[config.mk]
export PLATFORM = sky130hd
export DESIGN_NAME = mc_controller
export DESIGN_NICKNAME = d
export VERILOG_FILES = /design/src/rtl/riscv_pkg.sv /design/src/rtl/mc_alu_dec.sv /design/src/rtl/mc_controller.sv
export SDC_FILE = /design/constraint.sdc
export NUM_CORES = 1
export LEC_CHECK = 0
export BUFFER_PORTS_ARGS = -buffer_cell sky130_fd_sc_hd__buf_2
export CAP_MARGIN = 25
export CORE_MARGIN = 2
export CORE_UTILIZATION = 40
export DETAILED_ROUTE_END_ITERATION = 8
export PLACE_DENSITY_LB_ADDON = 0.2
export SYNTH_ARGS = -nofsm -noshare
export SYNTH_HDL_FRONTEND = slang
export SYNTH_SLANG_ARGS = --single-unit
[constraint.sdc]
create_clock -name clk -period 2.55 [get_ports clk]
set_input_delay 0.1275 -clock clk [delete_from_list [all_inputs] [get_ports clk]]
set_output_delay 0.1275 -clock clk [all_outputs]
set_load 0.03 [all_outputs]
[src/rtl/riscv_pkg.sv]
// Shared opcodes, FSM state encoding, ALU codes and datapath select codes for the multicycle RV32I controller.
// Pure definitions: no latency and no flow control of its own.
package riscv_pkg;

  localparam logic [6:0] OP_LOAD   = 7'b0000011;
  localparam logic [6:0] OP_STORE  = 7'b0100011;
  localparam logic [6:0] OP_R      = 7'b0110011;
  localparam logic [6:0] OP_I      = 7'b0010011;
  localparam logic [6:0] OP_BRANCH = 7'b1100011;
  localparam logic [6:0] OP_JAL    = 7'b1101111;
  localparam logic [6:0] OP_JALR   = 7'b1100111;
  localparam logic [6:0] OP_LUI    = 7'b0110111;
  localparam logic [6:0] OP_AUIPC  = 7'b0010111;

  typedef enum logic [3:0] {
    FETCH, DECODE, MEMADR, MEMRD, MEMWB, MEMWR, EXER, EXEI,
    ALUWB, BRANCH, JAL, JALR, UPPER, TRAP
  } state_t;

  localparam logic [2:0] ALU_ADD = 3'b000;
  localparam logic [2:0] ALU_SUB = 3'b001;
  localparam logic [2:0] ALU_AND = 3'b010;
  localparam logic [2:0] ALU_OR  = 3'b011;
  localparam logic [2:0] ALU_XOR = 3'b100;
  localparam logic [2:0] ALU_SLT = 3'b101;
  localparam logic [2:0] ALU_SLL = 3'b110;
  localparam logic [2:0] ALU_SRL = 3'b111;

  localparam logic [1:0] ALUOP_ADD   = 2'b00;
  localparam logic [1:0] ALUOP_SUB   = 2'b01;
  localparam logic [1:0] ALUOP_FUNCT = 2'b10;

  localparam logic [1:0] SRCA_PC    = 2'b00;
  localparam logic [1:0] SRCA_OLDPC = 2'b01;
  localparam logic [1:0] SRCA_RS1   = 2'b10;
  localparam logic [1:0] SRCA_ZERO  = 2'b11;

  localparam logic [1:0] SRCB_RS2  = 2'b00;
  localparam logic [1:0] SRCB_IMM  = 2'b01;
  localparam logic [1:0] SRCB_FOUR = 2'b10;

  // RES_LINK returns the already-incremented PC as the rd value of jumps
  localparam logic [1:0] RES_ALUOUT = 2'b00;
  localparam logic [1:0] RES_DATA   = 2'b01;
  localparam logic [1:0] RES_ALURES = 2'b10;
  localparam logic [1:0] RES_LINK   = 2'b11;

  localparam logic [2:0] IMM_I = 3'b000;
  localparam logic [2:0] IMM_S = 3'b001;
  localparam logic [2:0] IMM_B = 3'b010;
  localparam logic [2:0] IMM_J = 3'b011;
  localparam logic [2:0] IMM_U = 3'b100;

  function automatic logic branch_cond(input logic [2:0] funct3, input logic zero,
                                       input logic lt, input logic ltu);
    logic taken;
    case (funct3)
      3'b000:  taken = zero;
      3'b001:  taken = !zero;
      3'b100:  taken = lt;
      3'b101:  taken = !lt;
      3'b110:  taken = ltu;
      3'b111:  taken = !ltu;
      default: taken = 1'b0;
    endcase
    return taken;
  endfunction

endpackage

[src/rtl/mc_alu_dec.sv]
// ALU operation decoder: maps alu_op/funct3/funct7b5 to ALUControl; purely combinational, zero latency.
// No flow control: output follows inputs in the same cycle.
module mc_alu_dec
  import riscv_pkg::*;
(
  input  logic [2:0] funct3,
  input  logic       funct7b5,
  input  logic       op5,
  input  logic [1:0] alu_op,
  output logic [2:0] ALUControl
);

  always_comb begin
    ALUControl = ALU_ADD;
    case (alu_op)
      ALUOP_ADD: ALUControl = ALU_ADD;
      ALUOP_SUB: ALUControl = ALU_SUB;
      default: begin
        // immediates never subtract: funct7b5 there is part of the immediate
        case (funct3)
          3'b000:  ALUControl = (op5 && funct7b5) ? ALU_SUB : ALU_ADD;
          3'b001:  ALUControl = ALU_SLL;
          3'b010:  ALUControl = ALU_SLT;
          3'b011:  ALUControl = ALU_SLT;
          3'b100:  ALUControl = ALU_XOR;
          3'b101:  ALUControl = ALU_SRL;
          3'b110:  ALUControl = ALU_OR;
          default: ALUControl = ALU_AND;
        endcase
      end
    endcase
  end

endmodule

[src/rtl/mc_controller.sv]
// Multicycle RV32I control FSM with retired-instruction counter; 3-5 cycles per instruction.
// Memory states hold mem_req until mem_ready; mem_ready elsewhere is ignored.
module mc_controller
  import riscv_pkg::*;
#(
  parameter int unsigned CNT_W   = 32,
  parameter bit          TRAP_EN = 1'b1
) (
  input  logic             clk,
  input  logic             reset,
  input  logic [6:0]       op,
  input  logic [2:0]       funct3,
  input  logic             funct7b5,
  input  logic             Zero,
  input  logic             Lt,
  input  logic             Ltu,
  input  logic             mem_ready,
  output logic             mem_req,
  output logic             PCWrite,
  output logic             IRWrite,
  output logic             AdrSrc,
  output logic             MemWrite,
  output logic             RegWrite,
  output logic [1:0]       ResultSrc,
  output logic [1:0]       ALUSrcA,
  output logic [1:0]       ALUSrcB,
  output logic [2:0]       ImmSrc,
  output logic [2:0]       ALUControl,
  output logic             illegal,
  output logic [CNT_W-1:0] retired
);

  state_t     state, next;
  logic [1:0] alu_op;
  logic       retire;

  always_ff @(posedge clk or negedge reset) begin
    if (!reset) state <= FETCH;
    else        state <= next;
  end

  always_comb begin
    next      = state;
    mem_req   = 1'b0;
    PCWrite   = 1'b0;
    IRWrite   = 1'b0;
    AdrSrc    = 1'b0;
    MemWrite  = 1'b0;
    RegWrite  = 1'b0;
    ResultSrc = RES_ALUOUT;
    ALUSrcA   = SRCA_PC;
    ALUSrcB   = SRCB_RS2;
    ImmSrc    = IMM_I;
    alu_op    = ALUOP_ADD;
    illegal   = 1'b0;
    case (state)
      FETCH: begin
        mem_req   = 1'b1;
        ALUSrcB   = SRCB_FOUR;
        ResultSrc = RES_ALURES;
        if (mem_ready) begin
          IRWrite = 1'b1;
          PCWrite = 1'b1;
          next    = DECODE;
        end
      end
      DECODE: begin
        ALUSrcA = SRCA_OLDPC;
        ALUSrcB = SRCB_IMM;
        ImmSrc  = IMM_B;
        case (op)
          OP_LOAD, OP_STORE: next = MEMADR;
          OP_R:              next = EXER;
          OP_I:              next = EXEI;
          OP_BRANCH:         next = BRANCH;
          OP_JAL:            next = JAL;
          OP_JALR:           next = JALR;
          OP_LUI, OP_AUIPC:  next = UPPER;
          default:           next = TRAP_EN ? TRAP : FETCH;
        endcase
      end
      MEMADR: begin
        ALUSrcA = SRCA_RS1;
        ALUSrcB = SRCB_IMM;
        ImmSrc  = op[5] ? IMM_S : IMM_I;
        next    = op[5] ? MEMWR : MEMRD;
      end
      MEMRD: begin
        mem_req = 1'b1;
        AdrSrc  = 1'b1;
        if (mem_ready) next = MEMWB;
      end
      MEMWB: begin
        RegWrite  = 1'b1;
        ResultSrc = RES_DATA;
        next      = FETCH;
      end
      MEMWR: begin
        mem_req  = 1'b1;
        AdrSrc   = 1'b1;
        MemWrite = 1'b1;
        if (mem_ready) next = FETCH;
      end
      EXER, EXEI: begin
        ALUSrcA = SRCA_RS1;
        ALUSrcB = (state == EXEI) ? SRCB_IMM : SRCB_RS2;
        alu_op  = ALUOP_FUNCT;
        next    = ALUWB;
      end
      ALUWB: begin
        RegWrite = 1'b1;
        next     = FETCH;
      end
      BRANCH: begin
        // target was latched in ALUOut during DECODE; the ALU now compares rs1/rs2
        ALUSrcA = SRCA_RS1;
        alu_op  = ALUOP_SUB;
        if (TRAP_EN && funct3[2:1] == 2'b01) begin
          next = TRAP;
        end else begin
          PCWrite = branch_cond(funct3, Zero, Lt, Ltu);
          next    = FETCH;
        end
      end
      JAL, JALR: begin
        ALUSrcA   = (state == JAL) ? SRCA_OLDPC : SRCA_RS1;
        ALUSrcB   = SRCB_IMM;
        ImmSrc    = (state == JAL) ? IMM_J : IMM_I;
        ResultSrc = RES_LINK;
        RegWrite  = 1'b1;
        PCWrite   = 1'b1;
        next      = FETCH;
      end
      UPPER: begin
        ALUSrcA   = op[5] ? SRCA_ZERO : SRCA_OLDPC;
        ALUSrcB   = SRCB_IMM;
        ImmSrc    = IMM_U;
        ResultSrc = RES_ALURES;
        RegWrite  = 1'b1;
        next      = FETCH;
      end
      TRAP:    illegal = 1'b1;
      default: next = FETCH;
    endcase
    // FETCH's enables depend on mem_ready, so they must be masked while reset is held
    if (!reset) begin
      mem_req  = 1'b0;
      PCWrite  = 1'b0;
      IRWrite  = 1'b0;
      MemWrite = 1'b0;
      RegWrite = 1'b0;
    end
  end

  mc_alu_dec u_alu_dec (
    .funct3     (funct3),
    .funct7b5   (funct7b5),
    .op5        (op[5]),
    .alu_op     (alu_op),
    .ALUControl (ALUControl)
  );

  assign retire = (next == FETCH) && (state != FETCH) && (state != DECODE) && (state != TRAP);

  always_ff @(posedge clk or negedge reset) begin
    if (!reset)      retired <= '0;
    else if (retire) retired <= retired + CNT_W'(1);
  end

endmodule

==> results <==
- The number of antenna diodes in the final layout is 0.
- The transition at the pin with the smallest max-transition slack is 0.599 ns.
- The simple logic cell fraction of the synthesized area is 0.316.
- The largest family of logic cells by synthesized area is simple AND/OR/NAND/NOR gates.
- The global-route wire length before repair is 9.16 mm.
- Measured against its own limit, the worst slew margin works out to 0.598.
- The pin count of the biggest net entering global routing is 31.
- The global route total overflow is 0.
- The startpoint identified for the worst register-to-register timing path is state[2]$_DFF_PN0_.
- The number of standard-cell rows in the floorplan is 27.
- The fraction of registers with async set or reset after synthesis is 1.00.
- The final max-slew violation count is 0.
- Synthesis produced a netlist whose cell count is 251.
- The slowest stage of the critical path is the or4_4 cell.
- The first detailed-routing pass took 6 iterations.
- Leaving out fill and tap cells, the most frequent cell in the layout is buf_2.
- The shortest period the worst path allows is 2.10 ns.
- Leaving out fill and tap cells, the most frequent cells in the layout are buf_2, dfrtp_1, nand2_1, xnor2_1, nor2_1.
- The initial antenna violation count is 0.
- Yosys mapped the design onto 50 distinct sky130hd cell types.
- Setup repair after global routing left no endpoint under its margin.
- The net count after synthesis is 269.
- After legalization and detailed placement, the total HPWL measured 4.11 mm.
- The via count of the first global-routing pass is 1863.
- Overall power consumption after layout is estimated at 2300 uW.
- The final RePlAce weighted congestion is 0.856.
- The number of H-tree branching levels is 2.
- The clock-pin slew on the worst setup and hold paths is 0.07 ns.
- The sequential area share after synthesis is 0.397.
- The cell depth of the worst min-delay path is 3.
- 68 I/O pins were placed.
- The library cell occupying the most area in the post-synthesis netlist is dfrtp_1.
- Of all nets on the critical path, the largest fanout is 13.
- TritonCTS created 5 clock buffers.
- The post-route worst hold slack is 0.171 ns.
- The path class of the tightest hold or removal check is in2reg.
- The number of antenna-violating nets in the routed design is 0.
- The Yosys step of the flow raised 0 warnings.
- In the final routed layout, each cell accounts on average for 13.9 um.
- The synthesized design contains 0 enable-type register cells.
- The highest achievable clock rate is 0.477 GHz.
- The source-to-sink clock delay at the later pin of the worst-skew pair is 0.29 ns.
- The initial utilization of the core area, before any placement, comes to 0.412.
- The family with the most delay on the worst path is simple AND/OR/NAND/NOR gates.
- The worst register-to-register path has a setup slack of 0.45 ns.
- The clock tree from TritonCTS is built.
- The required time of the worst setup path is 2.76 ns.
- The worst setup path is of the reg2reg kind.
- Of the available clock period, the critical path in the final layout requires 0.822.
- The area of the mapped netlist is 0.00227 mm2.
- Clock tree synthesis found a total of 36 sinks.
- The total global routing track utilization is 0.183.
- The arithmetic-cell share of the synthesized area counting full adders, half adders and majority gates is 0.00551.
- By area the synthesized netlist is led by dfrtp_1, xnor2_1, xor2_1.
- For this design the ratio of total power to cell area is 829 mW/mm2.
- The floorplan die height is 79.3 um.
- Measured in cells, the most critical reg-to-reg path has a length of 5.
- For this run, design rule violations remaining after detail routing come to 0.
- The share of the synthesized area in compound gates (AO/OA/AOI/OAI) is 0.101.
- Of the total synthesized cell area, the portion taken by XOR and XNOR cells is 0.127.
- The total of max-cap violations is 0.
- The number of port buffers is 67.
- STA classifies the critical path startpoint as a flip-flop.
- The end point of the most critical hold path is state[1]$_DFF_PN0_.
- The static leakage is 0.00128 uW.
- The post-cts resize count is 0.
- The number of register bits inferred by synthesis is 36.
- The mean post-synth cell area is 9.05 um2.
- Between clock sinks in the finished design, the worst skew comes to 0.00531 ns.
- The multiplexer fraction of the synthesized cell area is 0.0138.
- Setup violations remaining at the end of the flow were counted as 0.
- The critical path goes through nor2b_2 > nor2_1 > or4_4 > nor3_2 > xor2_1.
- The die width is 79.3 um.
- After detailed routing, the total wire length is 5.44 mm.
- VDD sags by at most 0.432 mV.
- The detailed-route vias per instance is 5.25.
- In this run the clock root is driven by a clkbuf_8.
- The first routing iteration left 74 violations.
- Data arrives at the worst endpoint at 2.31 ns.
- The number of buffer and inverter instances along the worst setup path is 0.
- The placeable core region is 0.00551 mm2.
- The maximum root-to-sink buffer count is 2.
- The final number of hold-violating endpoints is 0.
- The area of the multi-input gates is 0.00128 mm2.
- The sequential cells in the finished layout cover a total of 901 um2.
- The startpoint identified for the worst hold timing path is op[2].
- The proportion of netlist area held by the largest area contributor is 0.397.
- The number of inserted filler cells in the final layout is 542.
- Setup total negative slack on the finished layout was measured at 0 ns.
- For this run, the slowest stage of the critical path takes 0.59 ns.
- The net count reported at finish is 337.
- The endpoint kind of the worst setup timing path is a flip-flop.
- The signed area change from the synthesized netlist to the final layout is 22.3%.
- The ratio of cells with drive above 1 in the final layout is 0.294.
- The worst register-to-register path ends at retired[22]$_DFFE_PN0P_.
- The die covers 0.00630 mm2.
- The number of vias after detailed routing is 2059.
- The run finished with clean final reports.
- In the synthesized netlist the dominant register cell turns out to be dfrtp_1.
[cell families (layout without fill, tap and decap cells)]
| group | after synthesis | count (layout) |
|---|---|---|
| AOI/OAI and AO/OA | 34 | 34 |
| muxes | 3 | 3 |
| and+or+nand+nor | 125 | 125 |
| xor gates and xnor gates | 33 | 33 |
| DFF | 36 | 36 |
| buffers and inverters | 19 | 88 |
| adders and majority gates | 1 | 1 |
[worst register-to-register path: stages, from the launching register on]
cell and delay (ns):
dfrtp_1 0.58, nor2b_2 0.35, nor2_1 0.12, or4_4 0.60, nor3_2 0.22, xor2_1 0.15
[state kept, by name, summed over array words and instances (netlist names)]
name / cells
retired: 32
state: 4
[area by class of cell]
| class | count | share of cell area |
|---|---|---|
| multi-input combinational | 196 | 0.461 |
| sequential | 36 | 0.324 |
| timing repair buffer | 74 | 0.141 |
| tap | 72 | 0.0324 |
| clock buffer | 6 | 0.0297 |
| inverter | 6 | 0.00811 |
| clock inverter | 2 | 0.00361 |
[per-layer routing]
layer  part of all wire  GRT usage  vias to the layer above
met5                  0          0                        -
met4             0.0059     0.0431                        0
met3              0.046     0.0432                        4
met2               0.46      0.280                       50
met1               0.48      0.261                      978
li1                   -          -                     1027
[report_power, final]
group	switching [uW]	internal (uW)
logic	753	381
clock network	207	216
registers	98.9	646
[Yosys cell counts, types with 2 or more instances]
library cell	instances
a21oi_1	7
a31oi_1	3
and2_1	2
and3_1	8
and4_1	3
buf_2	3
buf_6	2
clkbuf_1	8
dfrtp_1	36
inv_1	6
mux2i_1	2
nand2_1	24
nand2b_1	7
nand3_1	13
nand3b_1	2
nand4_1	10
nor2_1	16
nor2b_1	5
nor2b_2	2
nor3_1	14
nor3_2	6
nor3b_1	2
nor4_1	2
o211ai_1	4
o21ai_0	8
xnor2_1	19
xor2_1	14
[per-stage QoR]
| stage | setup slack, ns | area, um2 | std cells | utilization |
|---|---|---|---|---|
| after global placement | 0.538 | 2670 | 383 | 0.486 |
| after global routing | 0.224 | 2780 | 392 | 0.504 |
| after detailed placement | 0.449 | 2670 | 383 | 0.486 |
| after CTS | 0.434 | 2780 | 392 | 0.504 |
| after floorplan | 0.422 | 2270 | 251 | - |
| final | 0.455 | 2780 | 392 | 0.504 |
[worst max path at each step]
stage / from / endpoint / slack [ns] / cells after the start
3_5_place_dp: state[2]$_DFF_PN0_ / retired[20]$_DFFE_PN0P_ / 0.45 / 5
2_1_floorplan: state[3]$_DFF_PN0_ / IRWrite / 0.42 / 4
3_3_place_gp: state[2]$_DFF_PN0_ / retired[30]$_DFFE_PN0P_ / 0.54 / 5
4_1_cts: state[2]$_DFF_PN0_ / retired[20]$_DFFE_PN0P_ / 0.43 / 5
5_1_grt: retired[3]$_DFFE_PN0P_ / retired[25]$_DFFE_PN0P_ / 0.22 / 5
6_report: state[2]$_DFF_PN0_ / retired[22]$_DFFE_PN0P_ / 0.45 / 5
[what timing repair did]
action                    4_1_cts  5_1_grt
hold endpoints to repair        6        0
setup buffers                   0        0
hold buffers                    1        0
Power figures use the tool's default switching activity.
